===== src/rtl/johnson_counter_param.sv =====
// Parametrised Johnson / one-hot ring counter with prescaler, load, index and hex 7-seg decode.
// Latency: code, index and segments update on the stepping edge; wrap is a registered 1-cycle pulse; no backpressure.
module johnson_counter_param #(
    parameter int N   = 3,
    parameter int DIV = 1
) (
    input  logic         inClk,
    input  logic         rst,
    input  logic         en,
    input  logic         dir,
    input  logic         mode,
    input  logic         ld,
    input  logic [3:0]   ld_idx,
    output logic [N-1:0] cntr,
    output logic [3:0]   idx,
    output logic [7:0]   Seven_Seg,
    output logic         wrap
);

    localparam int            PW       = (DIV > 1) ? $clog2(DIV) : 1;
    localparam logic [PW-1:0] PRE_LAST = PW'(DIV - 1);
    localparam logic [3:0]    J_LAST   = 4'(2 * N - 1);
    localparam logic [3:0]    R_LAST   = 4'(N - 1);

    logic          mode_q;
    logic [PW-1:0] pre;

    logic [N-1:0]  cntr_n;
    logic [3:0]    idx_n;
    logic          mode_n;
    logic [PW-1:0] pre_n;
    logic          wrap_n;
    logic [3:0]    last;
    logic [6:0]    seg7;

    // Johnson index i < N has the low i bits set; i >= N has the top 2N-i bits set.
    function automatic logic [N-1:0] code_of(input logic ring, input logic [3:0] i);
        logic [N-1:0] c;
        int           k;
        c = '0;
        k = int'(i);
        for (int b = 0; b < N; b++) begin
            if (ring)
                c[b] = (b == k);
            else if (k < N)
                c[b] = (b < k);
            else
                c[b] = (b >= k - N);
        end
        return c;
    endfunction

    always_comb begin
        last   = mode_q ? R_LAST : J_LAST;
        cntr_n = cntr;
        idx_n  = idx;
        mode_n = mode_q;
        pre_n  = pre;
        wrap_n = 1'b0;
        if (mode != mode_q) begin
            mode_n = mode;
            idx_n  = 4'd0;
            cntr_n = code_of(mode, 4'd0);
            pre_n  = '0;
        end else if (ld) begin
            idx_n  = (ld_idx > last) ? 4'd0 : ld_idx;
            cntr_n = code_of(mode_q, idx_n);
            pre_n  = '0;
        end else if (en) begin
            if (pre == PRE_LAST) begin
                pre_n = '0;
                if (!dir) begin
                    cntr_n = mode_q ? {cntr[N-2:0], cntr[N-1]} : {cntr[N-2:0], ~cntr[N-1]};
                    idx_n  = (idx == last) ? 4'd0 : idx + 4'd1;
                    wrap_n = (idx == last);
                end else begin
                    cntr_n = mode_q ? {cntr[0], cntr[N-1:1]} : {~cntr[0], cntr[N-1:1]};
                    idx_n  = (idx == 4'd0) ? last : idx - 4'd1;
                    wrap_n = (idx == 4'd0);
                end
            end else begin
                pre_n = pre + 1'b1;
            end
        end
    end

    always_ff @(posedge inClk or negedge rst) begin
        if (!rst) begin
            cntr   <= '0;
            idx    <= 4'd0;
            mode_q <= 1'b0;
            pre    <= '0;
            wrap   <= 1'b0;
        end else begin
            cntr   <= cntr_n;
            idx    <= idx_n;
            mode_q <= mode_n;
            pre    <= pre_n;
            wrap   <= wrap_n;
        end
    end

    always_comb begin
        seg7 = 7'h3F;
        case (idx)
            4'h0: seg7 = 7'h3F;
            4'h1: seg7 = 7'h06;
            4'h2: seg7 = 7'h5B;
            4'h3: seg7 = 7'h4F;
            4'h4: seg7 = 7'h66;
            4'h5: seg7 = 7'h6D;
            4'h6: seg7 = 7'h7D;
            4'h7: seg7 = 7'h07;
            4'h8: seg7 = 7'h7F;
            4'h9: seg7 = 7'h6F;
            4'hA: seg7 = 7'h77;
            4'hB: seg7 = 7'h7C;
            4'hC: seg7 = 7'h39;
            4'hD: seg7 = 7'h5E;
            4'hE: seg7 = 7'h79;
            4'hF: seg7 = 7'h71;
            default: seg7 = 7'h3F;
        endcase
    end

    // Decimal point marks ring mode.
    assign Seven_Seg = {mode_q, seg7};

endmodule

===== config.mk =====
export PLATFORM = sky130hd
export DESIGN_NAME = johnson_counter_param
export DESIGN_NICKNAME = d
export VERILOG_FILES = /design/src/rtl/johnson_counter_param.sv
export SDC_FILE = /design/constraint.sdc
export NUM_CORES = 1
export LEC_CHECK = 0
export CAP_MARGIN = 20
export CELL_PAD_IN_SITES_DETAIL_PLACEMENT = 0
export CELL_PAD_IN_SITES_GLOBAL_PLACEMENT = 1
export CORE_AREA = 2 2 65 67
export DETAILED_ROUTE_END_ITERATION = 16
export DIE_AREA = 0 0 67 69
export PLACE_DENSITY_LB_ADDON = 0.1
export SETUP_SLACK_MARGIN = 0.5
export SYNTH_ARGS = -nofsm -noshare
export SYNTH_HDL_FRONTEND = slang
export SYNTH_SLANG_ARGS = --single-unit

===== constraint.sdc =====
create_clock -name inClk -period 4.1 [get_ports inClk]
set_clock_uncertainty 0.05 [all_clocks]
set_input_delay 1.025 -clock inClk [delete_from_list [all_inputs] [get_ports inClk]]
set_output_delay 1.025 -clock inClk [all_outputs]
set_load 0.005 [all_outputs]

==> impl_metrics.toml, run 1 <==
[power_and_ir_drop]
power_leakage_nw = 0.802
ir_drop_mv = 0.213
finalPower_uw = 433
power_density_mw_per_mm2 = 244

[global_route]
grt_max_degree = 21
grt-ovfl-total = 0
grt_pass1_vias = 1360
grt_pass1_wl_mm = 6.12
antenna_found_initial = 0
grt_usage_pct = 16.7

[detailed_routing]
dr.pass1.iters = 4
postRouteAntennaNets = 0
via_count = 1392
drt-wirelength-per-cell_microns = 14.3
vias_per_cell = 5.42
drt_iter0_drc = 118
wirelength_mm = 3.67
drc = 0

[sta]
maxSlewViolCount = 0
setup_viol = 0
fin_crit_ps = 3440
max_freq_ghz = 0.291
finalHoldViolCount = 0
relSlewSlack_pct = 60.9
finalCritPeriodShare_pct = 83.8
grt_setup_unrepaired = "false"
worstMarginPinSlew_ps = 587
finalSetupTns_ps = 0

[clock_network]
path_clk_slew_ps = 40
cts_tree = "done"
root_buffer = "clkbuf_8"
hold_buffers = 0
cts_buffers = 3
cts_sinks = 9
h-tree-depth = 1
clockBufferDepth = 2
clk_latency_ps = 230

[cells_and_area]
final_common_cell = "clkdlybuf4s50_1"
stdcell_area_sq_mm = 0.00178
layout.nets = 235
final_cell_mix = "clkdlybuf4s50_1, nor2_1, a21oi_1, ha_1, buf_4"
diodes = 0
syn2layout_area_growth_pct = 36.5
drive_gt1_share_pct = 15.9

[floorplanning]
die_y_microns = 69
die_x_microns = 67
floorplan.initialDensity_pct = 33.3
core_sq_mm = 0.00391
rows = 23
die_area_sq_mm = 0.00462
ios = 26

[worst_setup_path]
r2r_slack_ps = 1150
worstPathArrival_ps = 3500
critPathMaxFanout = 3
critPathKind = "primary input to flop"
crit_path_end_kind = "flop"
cp-startpoint = "ld_idx[1]"
reg2regPathDepth = 13
r2r-end = "cntr[0]"
rr_startpoint = "mode_q"
crit_path_start_kind = "primary input"
crit_required_ps = 4170
crit_path_end = "cntr[0]"

[synthesis]
ys.warnings.count = 0
syn-cell-area_sq_mm = 0.00130
synth_seq_cells = 9
syn_nets = 201
async_flop_share_pct = 100
syn-instance-count = 174
seq_area_frac_synth_pct = 17.3
yosys_most_used_dff = "dfrtp_1"
avgSynthCellArea_sq_um = 7.49
synth_edf_count = 0
synthDistinctLibCells = 46

[placed_design]
post_dp_cell_area_sq_mm = 0.00162
gp_congestion = 0.885
dp_hpwl_mm = 2.71
numPortBuffers = 25

[run_status]
status = "complete, no violations"

[run]
maxCapViolCount = 0

[worst_hold_path]
hold_path.class = "flop to flop"
hp-start = "cntr[1]"
==> area by class of cell <==
type,instances,area (sq um)
Fill cell,403,2140
Multi-Input combinational cell,141,1040
Timing Repair Buffer,40,359
Sequential cell,9,225
Tap cell,50,62.6
Inverter,13,48.8
Clock buffer,4,45.0
==> per-layer routing <==
metal | share of wire, % | GRT usage, % | wire (microns) | up-vias
li1 | - | - | - | 700
met2 | 51 | 27.6 | 1860 | 34
met3 | 4.0 | 4.08 | 145 | 7
met1 | 44 | 20.7 | 1600 | 651
met4 | 1.6 | 5.67 | 59 | 0
met5 | 0 | 0 | 0 | -
==> report_power, final <==
group | internal [mW] | switching (mW)
clock | 0.0677 | 0.0347
sequential | 0.0968 | 0.0186
combinational | 0.113 | 0.103
total | 0.277 | 0.156
==> worst min-delay path by stage <==
stage	end	slack, ps	cells past startpoint
after floorplan	cntr[1]	570	2
after global placement	cntr[1]	620	2
after detailed placement	cntr[1]	630	2
after CTS	cntr[1]	630	2
after global routing	cntr[1]	680	2
final	cntr[1]	630	2
==> worst max-delay path: stages <==
cell,delay (ps)
dlygate4sd2_1,250
ha_1,300
and3b_1,190
o21ai_2,220
nand3_2,120
inv_2,100
ha_4,140
and3b_2,190
a21oi_1,100
nor4b_4,210
ha_1,270
xnor2_1,130
o31a_1,270
==> kinds of logic after synthesis <==
group / after synthesis / synth area share [%]
buffers and inverters: 24 / 8.36
AO/OA/AOI/OAI: 59 / 30.4
adder cells (fa/ha/maj): 17 / 16.3
flip-flops: 9 / 17.3
AND/OR/NAND/NOR: 59 / 23.4
XOR/XNOR: 4 / 2.69
multiplexers: 2 / 1.54
==> Yosys cell counts (3+ instances only) <==
cell type | n | area share [%]
o21ai_0 | 9 | 3.5
a21o_1 | 3 | 1.7
xnor2_1 | 4 | 2.7
a21oi_1 | 15 | 5.8
o211ai_1 | 3 | 1.7
nand3_1 | 6 | 2.3
nand2_1 | 12 | 3.5
nor2_1 | 19 | 5.5
a31oi_1 | 4 | 1.9
a22o_1 | 3 | 2.0
dfrtp_1 | 9 | 17
and3b_1 | 3 | 2.0
nand2b_1 | 3 | 1.4
buf_2 | 3 | 1.2
nor3_1 | 3 | 1.2
clkbuf_1 | 5 | 1.4
inv_1 | 13 | 3.7
ha_1 | 17 | 16
==> metrics by stage <==
step | setup slack [ps] | cells | util (%) | hold WS, ps
2_1_floorplan | 552 | 174 | - | 569
3_3_place_gp | 139 | 246 | 41.4 | 622
3_5_place_dp | 78.9 | 246 | 41.4 | 627
4_1_cts | 632 | 255 | 44.2 | 633
5_1_grt | 501 | 257 | 45.4 | 685
6_report | 665 | 257 | 45.4 | 632
==> flip-flops by register name (all words and copies together), names as in the netlist <==
name,flops
wrap,1
idx,4
cntr,3
mode_q,1
==> timing repair <==
item                       CTS  global route
buffers inserted             5             2
setup endpoints to repair    1             1
pin swaps                    9             9
resized for setup           13             4
Power figures use the tool's default switching activity.
==> run 2: changes to the inputs <==
- clock period: 4.1 -> 2.97 ns (I/O delays scaled with it)
==> run 2 against run 1 <==
  * Utilization is 8.8 points higher
  * Flip-flop and latch count stayed put
  * Cell count up 12%
  * Total power is 57% higher
  * Clock-buffer cell count unchanged
  * Sequential power is 34% higher
  * First-iteration DRC count is 38% lower
  * Routed wire length grew 17%
  * Setup slack worse by 610 ps
  * Die area did not move
  * Critical endpoint unchanged
  * Highest routed layer unchanged
==> impl_metrics.toml, run 2 (synthesized netlist as in run 1, its figures left out) <==
[run_status]
status = "complete, no violations"

[sta]
grt_setup_unrepaired = "true"
max_freq_ghz = 0.343
maxSlewViolCount = 0
finalHoldViolCount = 0
finalCritPeriodShare_pct = 98.3
worstMarginPinSlew_ps = 460
relSlewSlack_pct = 69.2
worst_slack_ps = 50.4
setup_viol = 0
fin_crit_ps = 2920

[cells_and_area]
drive_gt1_share_pct = 35.9
seqCellArea_sq_um = 229
utilization_pct = 54.2
diodes = 0
final_common_cell = "buf_4"
n_fill_cell = 395
largest-register = "idx"
top_regs = "idx: 4 flops, cntr: 3 flops"
syn2layout_area_growth_pct = 62.8
layout.nets = 265
largest_reg_flops = 4
final_cell_mix = "buf_4, clkdlybuf4s50_1, nor2_1"
multi_input_area_sq_mm = 0.00112

[detailed_routing]
drt-wirelength-per-cell_microns = 14.9
postRouteAntennaNets = 0
drc = 0
dr.pass1.iters = 4
via_count = 1533
vias_per_cell = 5.34
wirelength_mm = 4.29
drt_iter0_drc = 73

[global_route]
grt_pass1_wl_mm = 6.98
grt_usage_pct = 19.1
grt-ovfl-total = 0
antenna_found_initial = 0
grt_pass1_vias = 1498
grt_max_degree = 20

[worst_setup_path]
critPathMaxStageDelay_ps = 270
cp_slowest_cell = "ha_1"
critPathMaxFanout = 3
crit_path_start_kind = "primary input"
crit_required_ps = 3030
critPathKind = "primary input to flop"
worstPathArrival_ps = 2980
path_cells = "buf_8 -> ha_4 -> and3b_2 -> o21ai_4 -> nand3_2 -> inv_2 -> ha_4 -> and3b_2 -> a21oi_2 -> nor4b_2 -> ha_1 -> xnor2_1 -> o31a_1"
crit_path_end_kind = "flop"

[power_and_ir_drop]
power_density_mw_per_mm2 = 320
power_leakage_nw = 0.958
ir_drop_mv = 0.164

[floorplanning]
die_x_microns = 67
die_y_microns = 69
die_area_sq_mm = 0.00462
core_sq_mm = 0.00391
rows = 23
ios = 26
floorplan.initialDensity_pct = 33.3

[clock_network]
path_clk_slew_ps = 50
cts_tree = "done"
cts_sinks = 9
h-tree-depth = 1
root_buffer = "clkbuf_8"
cts_buffers = 3
hold_buffers = 0
clockBufferDepth = 2
clk_latency_ps = 230

[placed_design]
dp_slack_ps = -656
numPortBuffers = 25
dp_hpwl_mm = 3.12
gp_congestion = 0.776

[worst_hold_path]
hold_path.class = "flop to flop"

[run]
maxCapViolCount = 0
## run 2: per-layer routing
layer  vias to the layer above  track usage [%]  part of all wire, %
met1                       736             28.2                   50
met5                         -                0                    0
met2                        29             30.1                   47
met3                         2             1.47                  2.4
li1                        766                -                    -
met4                         0             3.40                0.093
## run 2: report_power, final
group / switching, mW / internal (mW) / total (mW)
logic: 0.172 / 0.211 / 0.383
registers: 0.0200 / 0.134 / 0.154
clock network: 0.0489 / 0.0936 / 0.142
total: 0.241 / 0.439 / 0.680
## run 2: path summary, 6_finish.rpt
path                            startpoint       to  slack (ps)  cells past startpoint
min in group asynchronous              rst  cntr[1]         780                      1
worst min register to register     cntr[1]  cntr[1]         610                      2
worst max register to register      mode_q  cntr[0]          90                     13
max in group asynchronous              rst   idx[3]        1750                      1
worst min-delay path               cntr[1]  cntr[1]         610                      2
worst max-delay path             ld_idx[1]  cntr[0]          50                     13
## run 2: worst max-delay path: cells and delay by family
| family | cells | cell delay [ps] |
|---|---|---|
| fa+ha+maj | 3 | 630 |
| xor+xnor | 1 | 130 |
| compound gates | 3 | 460 |
| buf+inv | 2 | 190 |
| simple gates | 4 | 810 |
## run 2: cell type report
cell class / count / area share, %
Clock buffer: 4 / 2.12
Inverter: 13 / 2.42
Multi-Input combinational cell: 141 / 52.7
Sequential cell: 9 / 10.8
Tap cell: 50 / 2.95
Timing Repair Buffer: 70 / 29.0
## run 2: stage by stage
stage                     setup TNS [ps]  cells  total power [mW]  hold WS (ps)  area, sq um
after floorplan                     -107    174             0.329           397         1350
after global placement             -1170    269             0.477           609         1840
after detailed placement           -1380    269             0.483           621         1840
after CTS                              0    282             0.651           635         1990
after global routing               -44.4    287             0.734           670         2120
final                                  0    287             0.680           612         2120
## run 2: timing repair
action	CTS	global route
endpoints found under the setup margin	11	10
pin swaps	16	18
setup buffers	9	5
gates resized for setup	28	23
==> run 3: changes to the inputs <==
- CAP_MARGIN: 20 -> 10
- CORE_AREA: 2 2 65 67 -> 2 2 91 49
- DIE_AREA: 0 0 67 69 -> 0 0 93 51
==> run 3 against run 2 <==
  * Sequential power is essentially flat
  * Routed wire length shrank 3.5%
  * Via count down 5.9%
  * Fmax is 0.35% higher
  * Largest cell class unchanged
  * Die area is 2.6% higher
==> impl_metrics.toml, run 3 (synthesized netlist as in run 1, its figures left out) <==
[floorplanning]
die_y_microns = 51
rows = 17
floorplan.initialDensity_pct = 31.9
die_x_microns = 93
die_area_sq_mm = 0.00474
core_sq_mm = 0.00408
ios = 26

[clock_network]
cts_buffers = 3
clk_latency_ps = 240
clockBufferDepth = 2
hold_buffers = 0
cts_tree = "done"
root_buffer = "clkbuf_8"
cts_sinks = 9
path_clk_slew_ps = 50
h-tree-depth = 1

[worst_setup_path]
critPathMaxFanout = 3
crit_required_ps = 3040
worstPathArrival_ps = 2980
crit_path_start_kind = "primary input"
critPathKind = "primary input to flop"
reg2regPathDepth = 13
crit_path_end_kind = "flop"

[global_route]
grtUsageMet2_pct = 25.1
grt_usage_pct = 19.0
grt_pass1_vias = 1375
gr-usage-met1_pct = 31.5
grt_pass1_wl_mm = 7.00
busiest_layer = "met1"
grt_max_degree = 20
grt-ovfl-total = 0
grtUsageMet3_pct = 4.57
antenna_found_initial = 0

[sta]
maxSlewViolCount = 0
setup_viol = 0
max_freq_ghz = 0.344
finalHoldViolCount = 0
finalCritPeriodShare_pct = 98.0
grt_setup_unrepaired = "true"
worstMarginPinSlew_ps = 541
relSlewSlack_pct = 63.9
fin_crit_ps = 2910

[detailed_routing]
wirelength_mm = 4.14
postRouteAntennaNets = 0
dr.pass1.iters = 4
drt_iter0_drc = 67
drc = 0
via_count = 1443
drt-wirelength-per-cell_microns = 14.7
vias_per_cell = 5.14

[placed_design]
dp_hpwl_mm = 3.27
gp_congestion = 0.836
post_dp_cell_area_sq_mm = 0.00180
dp_cells = 269
numPortBuffers = 25

[cells_and_area]
diodes = 0
stdcell_area_sq_mm = 0.00200
utilization_pct = 48.9
drive_gt1_share_pct = 33.0
top_regs = "idx: 4 flops, cntr: 3 flops"
largest-register = "idx"
syn2layout_area_growth_pct = 53.3
largest_reg_flops = 4
final_common_cell = "buf_4"
final_cells = 281
layout.nets = 252
n_fill_cell = 395
final_cell_mix = "buf_4, nor2_1, clkdlybuf4s50_1"

[worst_hold_path]
whs_path_depth = 3
hold_path.class = "flop to flop"

[power_and_ir_drop]
power_leakage_nw = 0.887
power_density_mw_per_mm2 = 330
ir_drop_mv = 0.160

[run]
maxCapViolCount = 0

[run_status]
status = "complete, no violations"
[run 3: cell count changes in the layout (fill, tap and decap cells not counted), moves of 2 or more]
cell / previous run / this run
ha_2: 0 / 2
o21ai_0: 7 / 4
inv_2: 5 / 3
buf_6: 5 / 1
ha_1: 11 / 9
buf_4: 41 / 32
inv_4: 1 / 3
dlygate4sd2_1: 0 / 5
clkdlybuf4s50_1: 22 / 16
o21ai_1: 2 / 4
[run 3: critical path: stages]
cell and delay [ps]:
buf_8 100, ha_4 220, and3b_2 230, o21ai_4 180
nand3_2 110, inv_2 100, ha_4 130, and3b_1 190
a21oi_2 70, nor4b_2 270, ha_1 270, xnor2_1 130
o31a_1 230
[run 3: worst paths after layout]
path / from / endpoint / slack, ps
max in group asynchronous: rst / idx[0] / 1760
min: mode_q / cntr[1] / 620
min reg2reg: mode_q / cntr[1] / 620
max reg2reg: mode_q / cntr[0] / 130
max: ld_idx[1] / cntr[0] / 60
min in group asynchronous: rst / idx[3] / 770
[run 3: layer usage]
layer / share of wire [%] / up-vias
met5: 0 / -
met4: 0 / 0
met3: 4.5 / 0
met2: 34 / 25
met1: 61 / 683
li1: - / 735
[run 3: report_power, final]
part	total [mW]	switching, mW	internal [mW]
sequential	0.157	0.0226	0.134
clock	0.149	0.0572	0.0922
combinational	0.352	0.168	0.184
total	0.658	0.247	0.411
[run 3: area by class of cell]
cell class | instances | area [sq um] | area share, %
Clock buffer | 3 | 41.3 | 2.07
Sequential cell | 9 | 229 | 11.5
Inverter | 13 | 56.3 | 2.82
Tap cell | 57 | 71.3 | 3.57
Timing Repair Buffer | 57 | 480 | 24.1
Multi-Input combinational cell | 141 | 1110 | 55.8
Clock inverter | 1 | 5.00 | 0.251
[run 3: stage by stage]
stage	hold slack (ps)	total power, mW	setup TNS [ps]	setup WS [ps]
after global routing	658	0.710	-12.6	-12.6
after global placement	664	0.475	-1320	-682
final	620	0.658	0	60.6
after detailed placement	645	0.474	-1450	-742
after floorplan	397	0.329	-107	-107
after CTS	677	0.653	0	45.5
[run 3: repair_timing]
item / in CTS / in global routing
buffers inserted: 8 / 0
setup endpoints to repair: 11 / 6
gates resized for setup: 48 / 11
pin swaps: 14 / 12
endpoints found under the hold margin: 0 / 0
